===== src/rtl/mem_stage_lsu_if.sv =====
// mem_stage_lsu_if: request/grant/response data bus between the memory stage
// and the memory system.
//   master (LSU)   : drives req, we, addr, wdata, be; receives gnt, rvalid, err, rdata
//   slave (memory) : the mirror image
// A request is held until gnt. A load then waits for rvalid. err qualifies
// the response, or the grant for stores.
interface mem_stage_lsu_if #(
    parameter int XLEN = 32
);
    logic              req;
    logic              we;
    logic [XLEN-1:0]   addr;
    logic [XLEN-1:0]   wdata;
    logic [XLEN/8-1:0] be;
    logic              gnt;
    logic              rvalid;
    logic              err;
    logic [XLEN-1:0]   rdata;

    modport master (
        output req, we, addr, wdata, be,
        input  gnt, rvalid, err, rdata
    );

    modport slave (
        input  req, we, addr, wdata, be,
        output gnt, rvalid, err, rdata
    );
endinterface


===== src/rtl/mem_stage_lsu.sv =====
// mem_stage_lsu: memory pipeline stage between execute and writeback, with a
// variable-latency bus.
//   clk, rst_n          : clock, asynchronous active-low reset
//   valid_in .. rd_addr_in : execute-stage slot (pc, address/result, store data, control)
//   stall, invalidate   : from the hazard unit
//   busy                : holds all earlier stages while an access is outstanding
//   bus                 : request/grant/response data bus (master side)
//   valid_out .. rd_addr_out, branch_taken_out : registered slot to writeback
// Non-memory or faulting slots pass through in one edge. Loads and stores are
// latched on accept and run through ACCESS (until grant), then RESP (loads,
// until rvalid). A completion seen under stall parks in DONE.
module mem_stage_lsu #(
    parameter int XLEN    = 32,
    parameter int TIMEOUT = 255
) (
    input  logic            clk,
    input  logic            rst_n,
    input  logic            valid_in,
    input  logic            exception_in,
    input  logic [3:0]      ecause_in,
    input  logic [XLEN-1:0] pc_in,
    input  logic [XLEN-1:0] alu_data_in,
    input  logic [XLEN-1:0] rs2_data,
    input  logic            load,
    input  logic            store,
    input  logic            load_signed,
    input  logic            branch_taken_in,
    input  logic [1:0]      load_store_size,
    input  logic [4:0]      rd_addr_in,
    input  logic            stall,
    input  logic            invalidate,
    output logic            busy,
    output logic            branch_taken_out,
    mem_stage_lsu_if.master bus,
    output logic            valid_out,
    output logic            exception_out,
    output logic [3:0]      ecause_out,
    output logic [XLEN-1:0] pc_out,
    output logic [XLEN-1:0] result_out,
    output logic [4:0]      rd_addr_out
);
    localparam int NB = XLEN / 8;
    localparam int LB = $clog2(NB);
    localparam int CW = (TIMEOUT > 0) ? $clog2(TIMEOUT + 1) : 1;

    typedef enum logic [1:0] {IDLE, ACCESS, RESP, DONE} state_t;

    typedef struct packed {
        logic            valid;
        logic            exc;
        logic [3:0]      cause;
        logic [XLEN-1:0] pc;
        logic [XLEN-1:0] result;
        logic [4:0]      rd;
        logic            br;
    } wb_t;

    state_t          state, state_nx;
    wb_t             out_q, out_d, park_q, park_d, pass, done_val;
    logic            out_we, fin, fin_err;
    logic            to_execute, aligned, accept, br_fault, misalign, timed_out;
    logic [CW-1:0]   cnt;

    // request latched on accept; drives the bus unchanged until completion
    logic [XLEN-1:0] q_pc, q_addr, q_wdata;
    logic [NB-1:0]   q_be;
    logic [1:0]      q_size;
    logic [4:0]      q_rd;
    logic            q_load, q_signed, q_kill;

    logic [XLEN-1:0] st_wdata, shifted, ld_mask, ld_data;
    logic [NB-1:0]   st_be;
    logic [7:0]      be_base;
    logic            ld_sbit;

    assign to_execute = valid_in & ~exception_in & ~invalidate;
    assign br_fault   = branch_taken_in & (alu_data_in[1:0] != 2'b00);
    assign misalign   = (load | store) & ~aligned;
    assign accept     = (state == IDLE) & to_execute & (load | store) & aligned & ~stall;
    assign busy       = (state != IDLE) | accept;
    assign timed_out  = (TIMEOUT > 0) && (cnt == CW'(TIMEOUT - 1));

    always_comb begin
        case (load_store_size)
            2'd0:    aligned = 1'b1;
            2'd1:    aligned = ~alu_data_in[0];
            2'd2:    aligned = (alu_data_in[1:0] == 2'b00);
            default: aligned = (XLEN == 64) && (alu_data_in[2:0] == 3'b000);
        endcase
    end

    // store data is replicated across lanes; byte enables select the target bytes
    always_comb begin
        case (load_store_size)
            2'd0:    begin st_wdata = {NB{rs2_data[7:0]}};        be_base = 8'h01; end
            2'd1:    begin st_wdata = {(NB/2){rs2_data[15:0]}};   be_base = 8'h03; end
            2'd2:    begin st_wdata = {(XLEN/32){rs2_data[31:0]}}; be_base = 8'h0F; end
            default: begin st_wdata = rs2_data;                    be_base = 8'hFF; end
        endcase
        st_be = NB'({8'h00, be_base} << alu_data_in[LB-1:0]);
    end

    // load: bring the addressed lane down to bit 0, then extend
    assign shifted = bus.rdata >> {q_addr[LB-1:0], 3'b000};
    always_comb begin
        case (q_size)
            2'd0:    begin ld_mask = XLEN'(8'hFF);         ld_sbit = shifted[7];      end
            2'd1:    begin ld_mask = XLEN'(16'hFFFF);      ld_sbit = shifted[15];     end
            2'd2:    begin ld_mask = XLEN'(32'hFFFF_FFFF); ld_sbit = shifted[31];     end
            default: begin ld_mask = '1;                   ld_sbit = shifted[XLEN-1]; end
        endcase
        ld_data = (shifted & ld_mask) | ((q_signed & ld_sbit) ? ~ld_mask : '0);
    end

    // one-edge pass-through; upstream exception outranks local checks
    always_comb begin
        pass        = '0;
        pass.valid  = valid_in;
        pass.pc     = pc_in;
        pass.result = alu_data_in;
        pass.rd     = rd_addr_in;
        pass.cause  = ecause_in;
        pass.br     = to_execute & branch_taken_in & ~br_fault;
        if (valid_in & exception_in) begin
            pass.exc = 1'b1;
        end else if (to_execute & br_fault) begin
            pass.exc   = 1'b1;
            pass.cause = 4'd0;
        end else if (to_execute & misalign) begin
            pass.exc   = 1'b1;
            pass.cause = load ? 4'd4 : 4'd6;
        end
    end

    always_comb begin
        state_nx = state;
        out_we   = 1'b0;
        out_d    = '0;
        park_d   = park_q;
        fin      = 1'b0;
        fin_err  = 1'b0;
        done_val = '0;
        case (state)
            IDLE: begin
                if (accept) begin
                    state_nx = ACCESS;
                    out_we   = 1'b1;          // bubble while the access runs
                end else if (invalidate) begin
                    out_we = 1'b1;
                end else if (!stall) begin
                    out_we = 1'b1;
                    out_d  = pass;
                end
            end
            ACCESS: begin
                // grant outranks invalidate and timeout in the same cycle
                if (bus.gnt) begin
                    if (q_load) begin
                        state_nx = RESP;
                    end else begin
                        fin     = 1'b1;
                        fin_err = bus.err;
                    end
                end else if (invalidate) begin
                    state_nx = IDLE;
                    out_we   = 1'b1;
                end else if (timed_out) begin
                    fin     = 1'b1;
                    fin_err = 1'b1;
                end
            end
            RESP: begin
                if (bus.rvalid) begin
                    fin     = 1'b1;
                    fin_err = bus.err;
                end else if (timed_out) begin
                    fin     = 1'b1;
                    fin_err = 1'b1;
                end
            end
            DONE: begin
                if (!stall) begin
                    state_nx = IDLE;
                    out_we   = 1'b1;
                    out_d    = invalidate ? '0 : park_q;
                end
            end
            default: state_nx = IDLE;
        endcase

        if (fin) begin
            if (!(q_kill | invalidate)) begin
                done_val.valid  = 1'b1;
                done_val.exc    = fin_err;
                done_val.cause  = q_load ? 4'd5 : 4'd7;
                done_val.pc     = q_pc;
                done_val.result = (q_load & ~fin_err) ? ld_data : q_addr;
                done_val.rd     = q_rd;
            end
            if (stall) begin
                state_nx = DONE;
                park_d   = done_val;
            end else begin
                state_nx = IDLE;
                out_we   = 1'b1;
                out_d    = done_val;
            end
        end
    end

    always_ff @(posedge clk or negedge rst_n) begin
        if (!rst_n) state <= IDLE;
        else        state <= state_nx;
    end

    always_ff @(posedge clk or negedge rst_n) begin
        if (!rst_n) begin
            out_q    <= '0;
            park_q   <= '0;
            q_pc     <= '0;
            q_addr   <= '0;
            q_wdata  <= '0;
            q_be     <= '0;
            q_size   <= '0;
            q_rd     <= '0;
            q_load   <= 1'b0;
            q_signed <= 1'b0;
            q_kill   <= 1'b0;
            cnt      <= '0;
        end else begin
            if (out_we) out_q <= out_d;
            park_q <= park_d;
            if (accept) begin
                q_pc     <= pc_in;
                q_addr   <= alu_data_in;
                q_wdata  <= st_wdata;
                q_be     <= st_be;
                q_size   <= load_store_size;
                q_rd     <= rd_addr_in;
                q_load   <= load;
                q_signed <= load_signed;
                q_kill   <= 1'b0;
                cnt      <= '0;
            end else if (state == ACCESS || state == RESP) begin
                cnt <= cnt + 1'b1;
                // invalidate after grant: the bus transaction runs to completion, result dropped
                if (invalidate && (state == RESP || bus.gnt)) q_kill <= 1'b1;
            end
        end
    end

    assign bus.req          = (state == ACCESS);
    assign bus.we           = ~q_load;
    assign bus.addr         = q_addr;
    assign bus.wdata        = q_wdata;
    assign bus.be           = q_be;

    assign valid_out        = out_q.valid;
    assign exception_out    = out_q.exc;
    assign ecause_out       = out_q.cause;
    assign pc_out           = out_q.pc;
    assign result_out       = out_q.result;
    assign rd_addr_out      = out_q.rd;
    assign branch_taken_out = out_q.br;
endmodule


===== src/flat_wrapper.sv =====
// flat-port wrapper written by rule: the top's interface ports become plain ports
module mem_stage_lsu_flat 
#(
    parameter int XLEN    = 32,
    parameter int TIMEOUT = 255
)
  (clk, rst_n, valid_in, exception_in, ecause_in, pc_in, alu_data_in, rs2_data, load, store, load_signed, branch_taken_in, load_store_size, rd_addr_in, stall, invalidate, busy, branch_taken_out, valid_out, exception_out, ecause_out, pc_out, result_out, rd_addr_out, bus_req, bus_we, bus_addr, bus_wdata, bus_be, bus_gnt, bus_rvalid, bus_err, bus_rdata);
  mem_stage_lsu_if #(.XLEN(XLEN)) bus_i ();
  input  logic clk;
  input  logic rst_n;
  input  logic valid_in;
  input  logic exception_in;
  input  logic [3:0] ecause_in;
  input  logic [XLEN-1:0] pc_in;
  input  logic [XLEN-1:0] alu_data_in;
  input  logic [XLEN-1:0] rs2_data;
  input  logic load;
  input  logic store;
  input  logic load_signed;
  input  logic branch_taken_in;
  input  logic [1:0] load_store_size;
  input  logic [4:0] rd_addr_in;
  input  logic stall;
  input  logic invalidate;
  output logic busy;
  output logic branch_taken_out;
  output logic valid_out;
  output logic exception_out;
  output logic [3:0] ecause_out;
  output logic [XLEN-1:0] pc_out;
  output logic [XLEN-1:0] result_out;
  output logic [4:0] rd_addr_out;
  output wire logic [$bits(bus_i.req)-1:0] bus_req;
  output wire logic [$bits(bus_i.we)-1:0] bus_we;
  output wire logic [$bits(bus_i.addr)-1:0] bus_addr;
  output wire logic [$bits(bus_i.wdata)-1:0] bus_wdata;
  output wire logic [$bits(bus_i.be)-1:0] bus_be;
  input wire logic [$bits(bus_i.gnt)-1:0] bus_gnt;
  input wire logic [$bits(bus_i.rvalid)-1:0] bus_rvalid;
  input wire logic [$bits(bus_i.err)-1:0] bus_err;
  input wire logic [$bits(bus_i.rdata)-1:0] bus_rdata;
  assign bus_req = bus_i.req;
  assign bus_we = bus_i.we;
  assign bus_addr = bus_i.addr;
  assign bus_wdata = bus_i.wdata;
  assign bus_be = bus_i.be;
  assign bus_i.gnt = bus_gnt;
  assign bus_i.rvalid = bus_rvalid;
  assign bus_i.err = bus_err;
  assign bus_i.rdata = bus_rdata;
  mem_stage_lsu #(.XLEN(XLEN), .TIMEOUT(TIMEOUT)) u_core (.clk(clk), .rst_n(rst_n), .valid_in(valid_in), .exception_in(exception_in), .ecause_in(ecause_in), .pc_in(pc_in), .alu_data_in(alu_data_in), .rs2_data(rs2_data), .load(load), .store(store), .load_signed(load_signed), .branch_taken_in(branch_taken_in), .load_store_size(load_store_size), .rd_addr_in(rd_addr_in), .stall(stall), .invalidate(invalidate), .busy(busy), .branch_taken_out(branch_taken_out), .bus(bus_i), .valid_out(valid_out), .exception_out(exception_out), .ecause_out(ecause_out), .pc_out(pc_out), .result_out(result_out), .rd_addr_out(rd_addr_out));
endmodule

===== config.mk =====
export PLATFORM = sky130hd
export DESIGN_NAME = mem_stage_lsu_flat
export DESIGN_NICKNAME = d
export VERILOG_FILES = /design/src/rtl/mem_stage_lsu_if.sv /design/src/rtl/mem_stage_lsu.sv /design/src/flat_wrapper.sv
export SDC_FILE = /design/constraint.sdc
export NUM_CORES = 1
export LEC_CHECK = 0
export CORE_UTILIZATION = 40
export DETAILED_ROUTE_END_ITERATION = 6
export GPL_ROUTABILITY_DRIVEN = 0
export PLACE_DENSITY = 0.66
export SYNTH_ARGS = -nofsm -noshare
export SYNTH_HDL_FRONTEND = slang
export SYNTH_SLANG_ARGS = --single-unit

===== constraint.sdc =====
create_clock -name clk -period 2.95 [get_ports clk]
set_input_delay 0.59 -clock clk [delete_from_list [all_inputs] [get_ports clk]]
set_output_delay 0.59 -clock clk [all_outputs]
set_load 0.01 [all_outputs]

==> results of run 1 <==
registers in the layout, indices dropped and copies added (netlist names), 2 cells and up:
register and flops:
u_core.pc_out 32, u_core.bus.be 4, u_core.ecause_out 4, u_core.result_out 32
u_core.q_pc 32, u_core.cnt 8, u_core.q_size 2, u_core.state 2
u_core.bus.wdata 32, u_core.q_rd 5, u_core.park_q 72, u_core.bus.addr 32
u_core.rd_addr_out 5
synthesized netlist by cell type, drive strengths merged (6+ instances only):
| library cell | number |
|---|---|
| mux2 | 44 |
| nand2b | 6 |
| nor2 | 114 |
| o211ai | 6 |
| nand2 | 362 |
| a32oi | 67 |
| a221o | 70 |
| dfrtp | 268 |
| o21ai | 83 |
| nor3 | 8 |
| inv | 10 |
| a22oi | 8 |
| a21oi | 46 |
| a22o | 33 |
| buf | 46 |
| nor2b | 7 |
| mux2i | 35 |
| ha | 6 |
| clkbuf | 67 |
power groups by stage:
| stage | logic (W) | registers (W) | clock network [W] |
|---|---|---|---|
| floorplan | 0.00288 | 0.00570 | 0 |
| global placement | 0.00609 | 0.00558 | 0 |
| detailed placement | 0.00617 | 0.00560 | 0 |
| CTS | 0.00619 | 0.00557 | 0.00336 |
| global route | 0.00668 | 0.00571 | 0.00349 |
| finish | 0.00617 | 0.00558 | 0.00329 |
worst max-delay path, delay by kind of cell:
| kind | cells | cell delay (ps) |
|---|---|---|
| buffers and inverters | 3 | 880 |
| AOI/OAI and AO/OA | 1 | 150 |
| and+or+nand+nor | 3 | 540 |
repair_timing:
| item | 4_1_cts | 5_1_grt |
|---|---|---|
| hold buffers | 1 | 0 |
| hold endpoints to repair | 45 | 0 |
| setup endpoints to repair | 1 | 0 |
| resized for setup | 1 | 0 |
metrics by stage:
step                      total power [W]  TNS, ps  worst slack [ps]  area, sq um
after global placement             0.0117    -3340              -150        16900
after floorplan                   0.00858        0               304        13000
after detailed placement           0.0118    -5020              -151        16900
after global routing               0.0159        0              92.9        17700
final                              0.0150        0               213        17700
after CTS                          0.0151        0               173        17700
per-layer routing:
layer | share of wire [%] | track usage, % | wire length [um]
met1 | 43 | 34.5 | 18600
met2 | 47 | 42.7 | 20500
met3 | 7.8 | 5.93 | 3400
met4 | 2.1 | 6.92 | 924
met5 | 0.025 | 0 | 11
area by class of cell:
class	instances	area share (%)
clock buffer	40	4.33
inverter	11	0.233
sequential	268	37.9
clock inverter	3	0.247
tap	435	3.07
multi-input combinational	964	33.1
timing repair buffer	364	21.1
cells by family after synthesis:
family | Yosys count | share of synthesized area [%]
compound gates | 343 | 20.0
fa+ha+maj | 6 | 0.577
xor+xnor | 6 | 0.404
mux | 80 | 6.93
buf+inv | 124 | 4.04
simple gates | 529 | 16.5
flops | 268 | 51.5
worst max-delay path by stage:
stage,from,endpoint,slack (ps),depth (start not counted)
2_1_floorplan,alu_data_in[0],busy,300,7
3_3_place_gp,alu_data_in[0],u_core.bus.be[3],-150,7
3_5_place_dp,alu_data_in[0],u_core.bus.be[1],-150,8
4_1_cts,alu_data_in[1],busy,170,7
5_1_grt,valid_in,busy,90,6
6_report,alu_data_in[1],busy,210,7
==> impl_results.md, run 1 <==
* IR drop worst, VDD at approximately 0.0005 V
* RSZ-0062 raised after global routing: false
* Max Clock Freq at around 0.37 GHz
* Tightest Hold Check Type: register to register
* Post-CTS setup buffers at 0
* Least-Margin Pin Slew at 1020 ps
* Layout cells sized above 1 at around 10%
* DR WL/cell at 20.8 um
* Hold Path End: u_core.bus.wdata[31]
* YS warnings at 0
* Drt total wl at around 43 mm
* CP max stage delay at a little over 400 ps
* Hold path cells at 2
* Vias per inst at 5.63
* GRT Resource Usage Total at 26.0%
* P_sw at 0.00544 W
* Drt first pass iters at 5
* Flops & latches, synth at around 270
* Seq/Total Area, Yosys at between 50% and 60%
* Vias in the first global route at roughly 12k
* Syn_nets at around 1.5k
* Initial antenna violation count at 1
* CP startpoint kind: primary input
* Die X at about 180 um
* Antenna-violating nets left at 0
* Io pins at roughly 300
* Sink Count at between 200 and 300
* Multi-input gate area at around 5900 sq um
* Gate Count Post-Synth at between 1k and 1.5k
* Async set-or-reset flop fraction in the synthesized netlist at 100%
* Inst Count DP at between 2k and 2.5k
* Leak pwr at between 7 and 8 nW
* CP max stage cell: clkdlybuf4s50_1
* P per Cell Area at ~850 nW/um^2
* DR iter-0 viols at around 820
* Post-synthesis cell type count at between 60 and 70
* Root Buffer: clkbuf_16
* Layout Nets at between 1.5k and 2k
* CP Cell Sequence: clkdlybuf4s50_1 -> buf_4 -> nor3_1 -> o211ai_1 -> nand2b_4 -> nand2_1 -> dlygate4sd2_1
* Fin util at ~56%
* Diode count at 0
* CP Class: primary input to output pin
* Reg area at 6710 sq um
* Final hold vios at 0
* Min-delay src: u_core.bus.wdata[31]
* Fillers at approximately 2.8k
* Sw Share at between 30% and 40%
* Crit path required time at between 2000 and 2500 ps
* Leading cell type in the layout, fill and taps excluded: nand2_1
* Worst hold slack at roughly 480 ps
* Clk_lat worst skew at about 550 ps
* I/O Buffers at 298
* Clock skew at approximately 14 ps
* Global-route wire length before repair at between 60 and 70 mm
* Most frequent cells in the layout: nand2_1, clkdlybuf4s50_1, dfrtp_1
* Final setup viols at 0
* Die H at 182 um
* Synthesized cell area at 13000 sq um
* R2R depth at 8
* Reg2Reg Launch Point: u_core.state[0]
* Fin. max-slew vios at 0
* Htree depth at 1
* Setup slack, reg-to-reg at 410 ps
* RR Endpoint: u_core.result_out[0]
* CP arrival at between 2000 and 2500 ps
* CP Capture Type: output pin
* Num rows at 65
* Reg clk slew, reported paths at around 60 ps
* Final worst path period need at 2740 ps
* Max_cap viols at 0
* Max FO, Critical Path at 2
* Post-synth EDFFs at 0
* P_int at around 0.0096 W
* Initial Utilization at 40.9%
* Syn avg cell area at ~9.6 sq um
* Top cell type's share of synthesized area at approximately half
* TritonCTS clock tree: built
* Final Cycle Share at ~93%
* Area grow syn2layout at 36.0%
* Max clock buf depth at 3
* Max-slew headroom at 31.7%
* Clock Power Share at 21.9%
* Part of the power in registers at between 30% and 40%
* Comb pwr share at about 40%
* Grt total ovfl at 0
* Fin cells at 2085
* Via Count at 11.7k
* Largest cells by area after synthesis: dfrtp_1, nand2_1, a221o_1
* Status: complete, no violations
* CORE AREA at roughly 32000 sq um
* CTS Buf Count at 29
* Synth Flop Type: dfrtp_1
* Largest area contributor in the netlist: dfrtp_1
* Die area at between 30000 and 40000 sq um
* Largest net degree at the start of global routing at 87
* Hpwl dp at ~29 mm
* Drt drc at 0
No activity file was read; power rests on OpenSTA's default activity.
==> run 2: changes to the inputs <==
- CORE_ASPECT_RATIO: default -> 1.2
==> run 2 against run 1 <==
Non-clock buffer count shrank 4. Maximum frequency increased by 4.0%. Combinational power is essentially flat.
==> impl_results.md, run 2 (synthesized netlist as in run 1, its figures left out) <==
* Status: complete, no violations
* Final setup viols at 0
* Post-CTS setup buffers at 0
* P per Cell Area at 878 nW/um^2
* TritonCTS clock tree: built
* CP max stage delay at between 400 and 500 ps
* Fin cells at just over 2k
* DR iter-0 viols at approximately 930
* Final hold vios at 0
* Placed inst area at between 15000 and 20000 sq um
* Max-slew headroom at approximately a third
* Reg clk slew, reported paths at 60 ps
* DR WL/cell at about 21 um
* Root Buffer: clkbuf_16
* Post-route cell area at around 18000 sq um
* RSZ-0062 raised after global routing: false
* Io pins at around 300
* CP startpoint kind: register
* Final worst path period need at about 2600 ps
* Inst Count DP at about 2k
* Global-route wire length before repair at ~69 mm
* Num rows at just over 70
* Area grow syn2layout at 37.6%
* Die area at about 33000 sq um
* Overall power at 0.0157 W
* Clock skew at about 10 ps
* Most flop-heavy register: u_core.park_q
* CP arrival at roughly 3000 ps
* Max reg flops at 72
* I/O Buffers at approximately 300
* Sink Count at approximately 270
* Grt total ovfl at 0
* Drt first pass iters at 5
* Layout cells sized above 1 at between 10 and 15%
* Most frequent cells in the layout: nand2_1, clkdlybuf4s50_1, dfrtp_1
* CP Capture Type: register
* Max_cap viols at 0
* Leak pwr at roughly 7.9 nW
* CTS Buf Count at 30
* IR drop worst, VDD at 0.000522 V
* Fin. max-slew vios at 0
* Initial Utilization at about 40%
* Fillers at 2790
* CORE AREA at about 32000 sq um
* Antenna-violating nets left at 0
* Max Clock Freq at between 0.3 and 0.4 GHz
* Vias in the first global route at between 10k and 15k
* Setup TNS at 0 ps
* Clk_lat worst skew at about 550 ps
* Crit path required time at around 3400 ps
* CP max stage cell: nor3b_2
* Htree depth at 1
* Drt total wl at ~44 mm
* Vias per inst at about 5.7
* Final Cycle Share at 89.2%
* Max clock buf depth at 3
* Via Count at between 10k and 15k
* Fin util at 55.7%
* GRT Resource Usage Total at 26.2%
* CP Class: register to register
* Die X at 167 um
* CP Cell Sequence: inv_1 -> ha_1 -> nor3b_2 -> o311ai_2 -> a211oi_2 -> nor3_2 -> buf_12 -> a221o_1
* Layout Nets at around 1.8k
* Drt drc at 0
* Hpwl dp at just under 30 mm
* Tightest Hold Check Type: register to register
* Die H at about 200 um
* Initial antenna violation count at 2
* Max FO, Critical Path at 47
* Least-Margin Pin Slew at between 1000 and 1500 ps
* Leading cell type in the layout, fill and taps excluded: nand2_1
* Largest net degree at the start of global routing at 73
run 2: cell types whose count changed in the layout (fill, tap and decap cells not counted), moves of 3 or more:
cell,previous run,this run
buf_4,45,42
clkbuf_8,0,10
clkbuf_1,11,3
clkinvlp_4,0,3
clkinv_2,1,4
run 2: worst paths after layout:
check                      slack, ps            startpoint  cells past startpoint              endpoint
min in group asynchronous        560                 rst_n                      2    u_core.bus.addr[8]
max in group asynchronous       1700                 rst_n                      3       u_core.q_pc[17]
setup / recovery                 320       u_core.state[1]                      8      u_core.pc_out[6]
hold reg to reg                  480  u_core.bus.wdata[31]                      2  u_core.bus.wdata[31]
hold / removal                   480  u_core.bus.wdata[31]                      2  u_core.bus.wdata[31]
setup reg to reg                 320       u_core.state[1]                      8      u_core.pc_out[6]
run 2: cell type report:
cell class	instances	area, sq um	share of cell area [%]
clock inverters	11	141	0.789
clock buffers	44	925	5.16
diodes	1	2.50	0.0140
inverters	11	41.3	0.231
multi-input cells	964	5890	32.9
well taps	407	509	2.84
flip-flops and latches	268	6710	37.4
repair buffers	360	3700	20.6
run 2: where the power goes:
group	total [W]	internal (W)	switching [W]
clock network	0.00400	0.00242	0.00158
logic	0.00615	0.00298	0.00318
registers	0.00557	0.00472	0.000852
total	0.0157	0.0101	0.00560
run 2: worst max-delay path, delay by kind of cell (launching register included):
kind                       cells  cell delay, ps
adders and majority gates      1             290
buffers and inverters          2             330
DFF                            1             400
AOI/OAI and AO/OA              3             880
and+or+nand+nor                2             600
run 2: through the flow:
step / worst slack, ps / hold slack (ps)
global route: 115 / 495
floorplan: 304 / 294
CTS: 25.0 / 482
global placement: 2.75 / 459
finish: 317 / 479
detailed placement: -64.8 / 464
run 2: metal layers:
layer  share of wire, %  track usage (%)
met5                  0                0
met4                3.1             10.0
met3                6.8             5.25
met2                 49             44.3
met1                 41             33.1
run 2: timing repair:
| action | CTS | global route |
|---|---|---|
| pin swaps | 0 | 0 |
| endpoints found under the hold margin | 44 | 0 |
| hold buffers | 1 | 0 |
| setup endpoints to repair | 1 | 1 |
| gates resized for setup | 2 | 5 |
==> run 3: changes to the inputs <==
- CAP_MARGIN: default -> 25
- REMOVE_ABC_BUFFERS: default -> 1
==> run 3 against run 2 <==
Wire length about the same. Hold slack worse by 1.3 ps. Critical path depth is 2 lower. Largest cell class unchanged. Via count is 0.86% higher. Total power fell by 1.7%. Sequential power about the same. Cell count about the same. Combinational power increased by 1%. Register-to-register slack improved by 100 ps.
==> impl_results.md, run 3 (synthesized netlist as in run 1, its figures left out) <==
* Reg clk slew, reported paths at roughly 60 ps
* Max FO, Critical Path at 2
* Drt first pass iters at 5
* Setup Slack @ Placement at 7.50 ps
* Max-slew headroom at about a third
* Global-route wire length before repair at 69.2 mm
* TritonCTS clock tree: built
* I/O Buffers at between 200 and 300
* Final hold vios at 0
* DR iter-0 viols at ~1.1k
* Layout Nets at ~1.8k
* Antenna-violating nets left at 0
* Die area at 33300 sq um
* CP Class: primary input to output pin
* Sink Count at between 200 and 300
* Root Buffer: clkbuf_16
* Fin util at 55.3%
* Num rows at 72
* Grt total ovfl at 0
* Fin. max-slew vios at 0
* IR drop worst, VDD at about 0.00045 V
* Inst Count DP at approximately 2k
* Status: complete, no violations
* Least-Margin Pin Slew at just over 1000 ps
* Setup TNS at 0 ps
* CP Capture Type: output pin
* Die X at around 170 um
* Leading cell type in the layout, fill and taps excluded: nand2_1
* Final worst path period need at roughly 2800 ps
* Tightest Hold Check Type: register to register
* Area grow syn2layout at 36.6%
* Layout cells sized above 1 at 10.6%
* Clk_lat worst skew at about 540 ps
* Final setup viols at 0
* RSZ-0062 raised after global routing: false
* Vias in the first global route at 12.2k
* Overall power at 0.0155 W
* Die H at 200 um
* P per Cell Area at about 870 nW/um^2
* Max reg flops at 72
* Max clock buf depth at 3
* Most flop-heavy register: u_core.park_q
* Clock skew at 6.70 ps
* CP arrival at 2260 ps
* Fin cells at slightly above 2k
* Htree depth at 1
* Setup ws final at 103 ps
* Most frequent cells in the layout: nand2_1, clkdlybuf4s50_1, dfrtp_1
* Leak pwr at between 7 and 8 nW
* Crit path required time at between 2000 and 2500 ps
* Via Count at between 10k and 15k
* Io pins at 299
* CORE AREA at 32200 sq um
* Initial Utilization at around two fifths
* Vias per inst at 5.78
* Max_cap viols at 0
* Hpwl dp at approximately 30 mm
* GRT Resource Usage Total at a little over a quarter
* Final Cycle Share at between 90% and 100%
* Largest net degree at the start of global routing at 79
* DR WL/cell at 21.4 um
* CTS Buf Count at 29
* Initial antenna violation count at 2
* Max Clock Freq at 0.351 GHz
* Drt total wl at between 40 and 50 mm
* CP startpoint kind: primary input
* Drt drc at 0
## run 3: metrics by stage
stage,hold WS (ps),cell area [sq um]
final,478,17800
after global routing,503,17800
after CTS,482,17800
after detailed placement,467,16800
after global placement,458,16800
after floorplan,294,12500
## run 3: area by class of cell
cell class | instances | area, sq um
sequential | 268 | 6710
clock buffer | 45 | 866
inverter | 11 | 41.3
clock inverter | 6 | 80.1
fill | 2823 | 14400
timing repair buffer | 361 | 3700
multi-input combinational | 964 | 5870
tap | 407 | 509
antenna | 2 | 5.00
## run 3: routing by layer
metal	vias to the layer above	GRT usage [%]	routed length (um)
met4	0	13.4	2020
met3	119	4.12	3060
met2	497	44.8	21600
met1	5917	33.3	17500
met5	-	0	0
li1	5406	-	-
## run 3: timing repair
action | CTS | global route
endpoints found under the hold margin | 4 | 0
hold buffers | 1 | 0
gates resized for setup | 1 | 1
setup buffers | 0 | 0
endpoints found under the setup margin | 1 | 1
## run 3: critical path: stages
cell             delay, ps
clkdlybuf4s50_1        480
nor3b_1                280
o211ai_1               160
nand2b_4               160
nand2_1                 60
clkdlybuf4s50_1        530
## run 3: final timing paths
path	startpoint	endpoint	slack, ps	depth (start not counted)
hold reg to reg	u_core.bus.wdata[1]	u_core.bus.wdata[1]	480	2
hold / removal	u_core.bus.wdata[1]	u_core.bus.wdata[1]	480	2
min in group asynchronous	rst_n	u_core.park_q[7]	580	2
max in group asynchronous	rst_n	u_core.park_q[38]	1610	3
setup reg to reg	u_core.state[1]	u_core.result_out[5]	420	8
setup / recovery	invalidate	busy	100	6
## run 3: where the power goes
group / internal [W] / switching, W / total [W]
clock: 0.00217 / 0.00147 / 0.00363
sequential: 0.00472 / 0.000863 / 0.00558
combinational: 0.00303 / 0.00321 / 0.00624
total: 0.00992 / 0.00554 / 0.0155
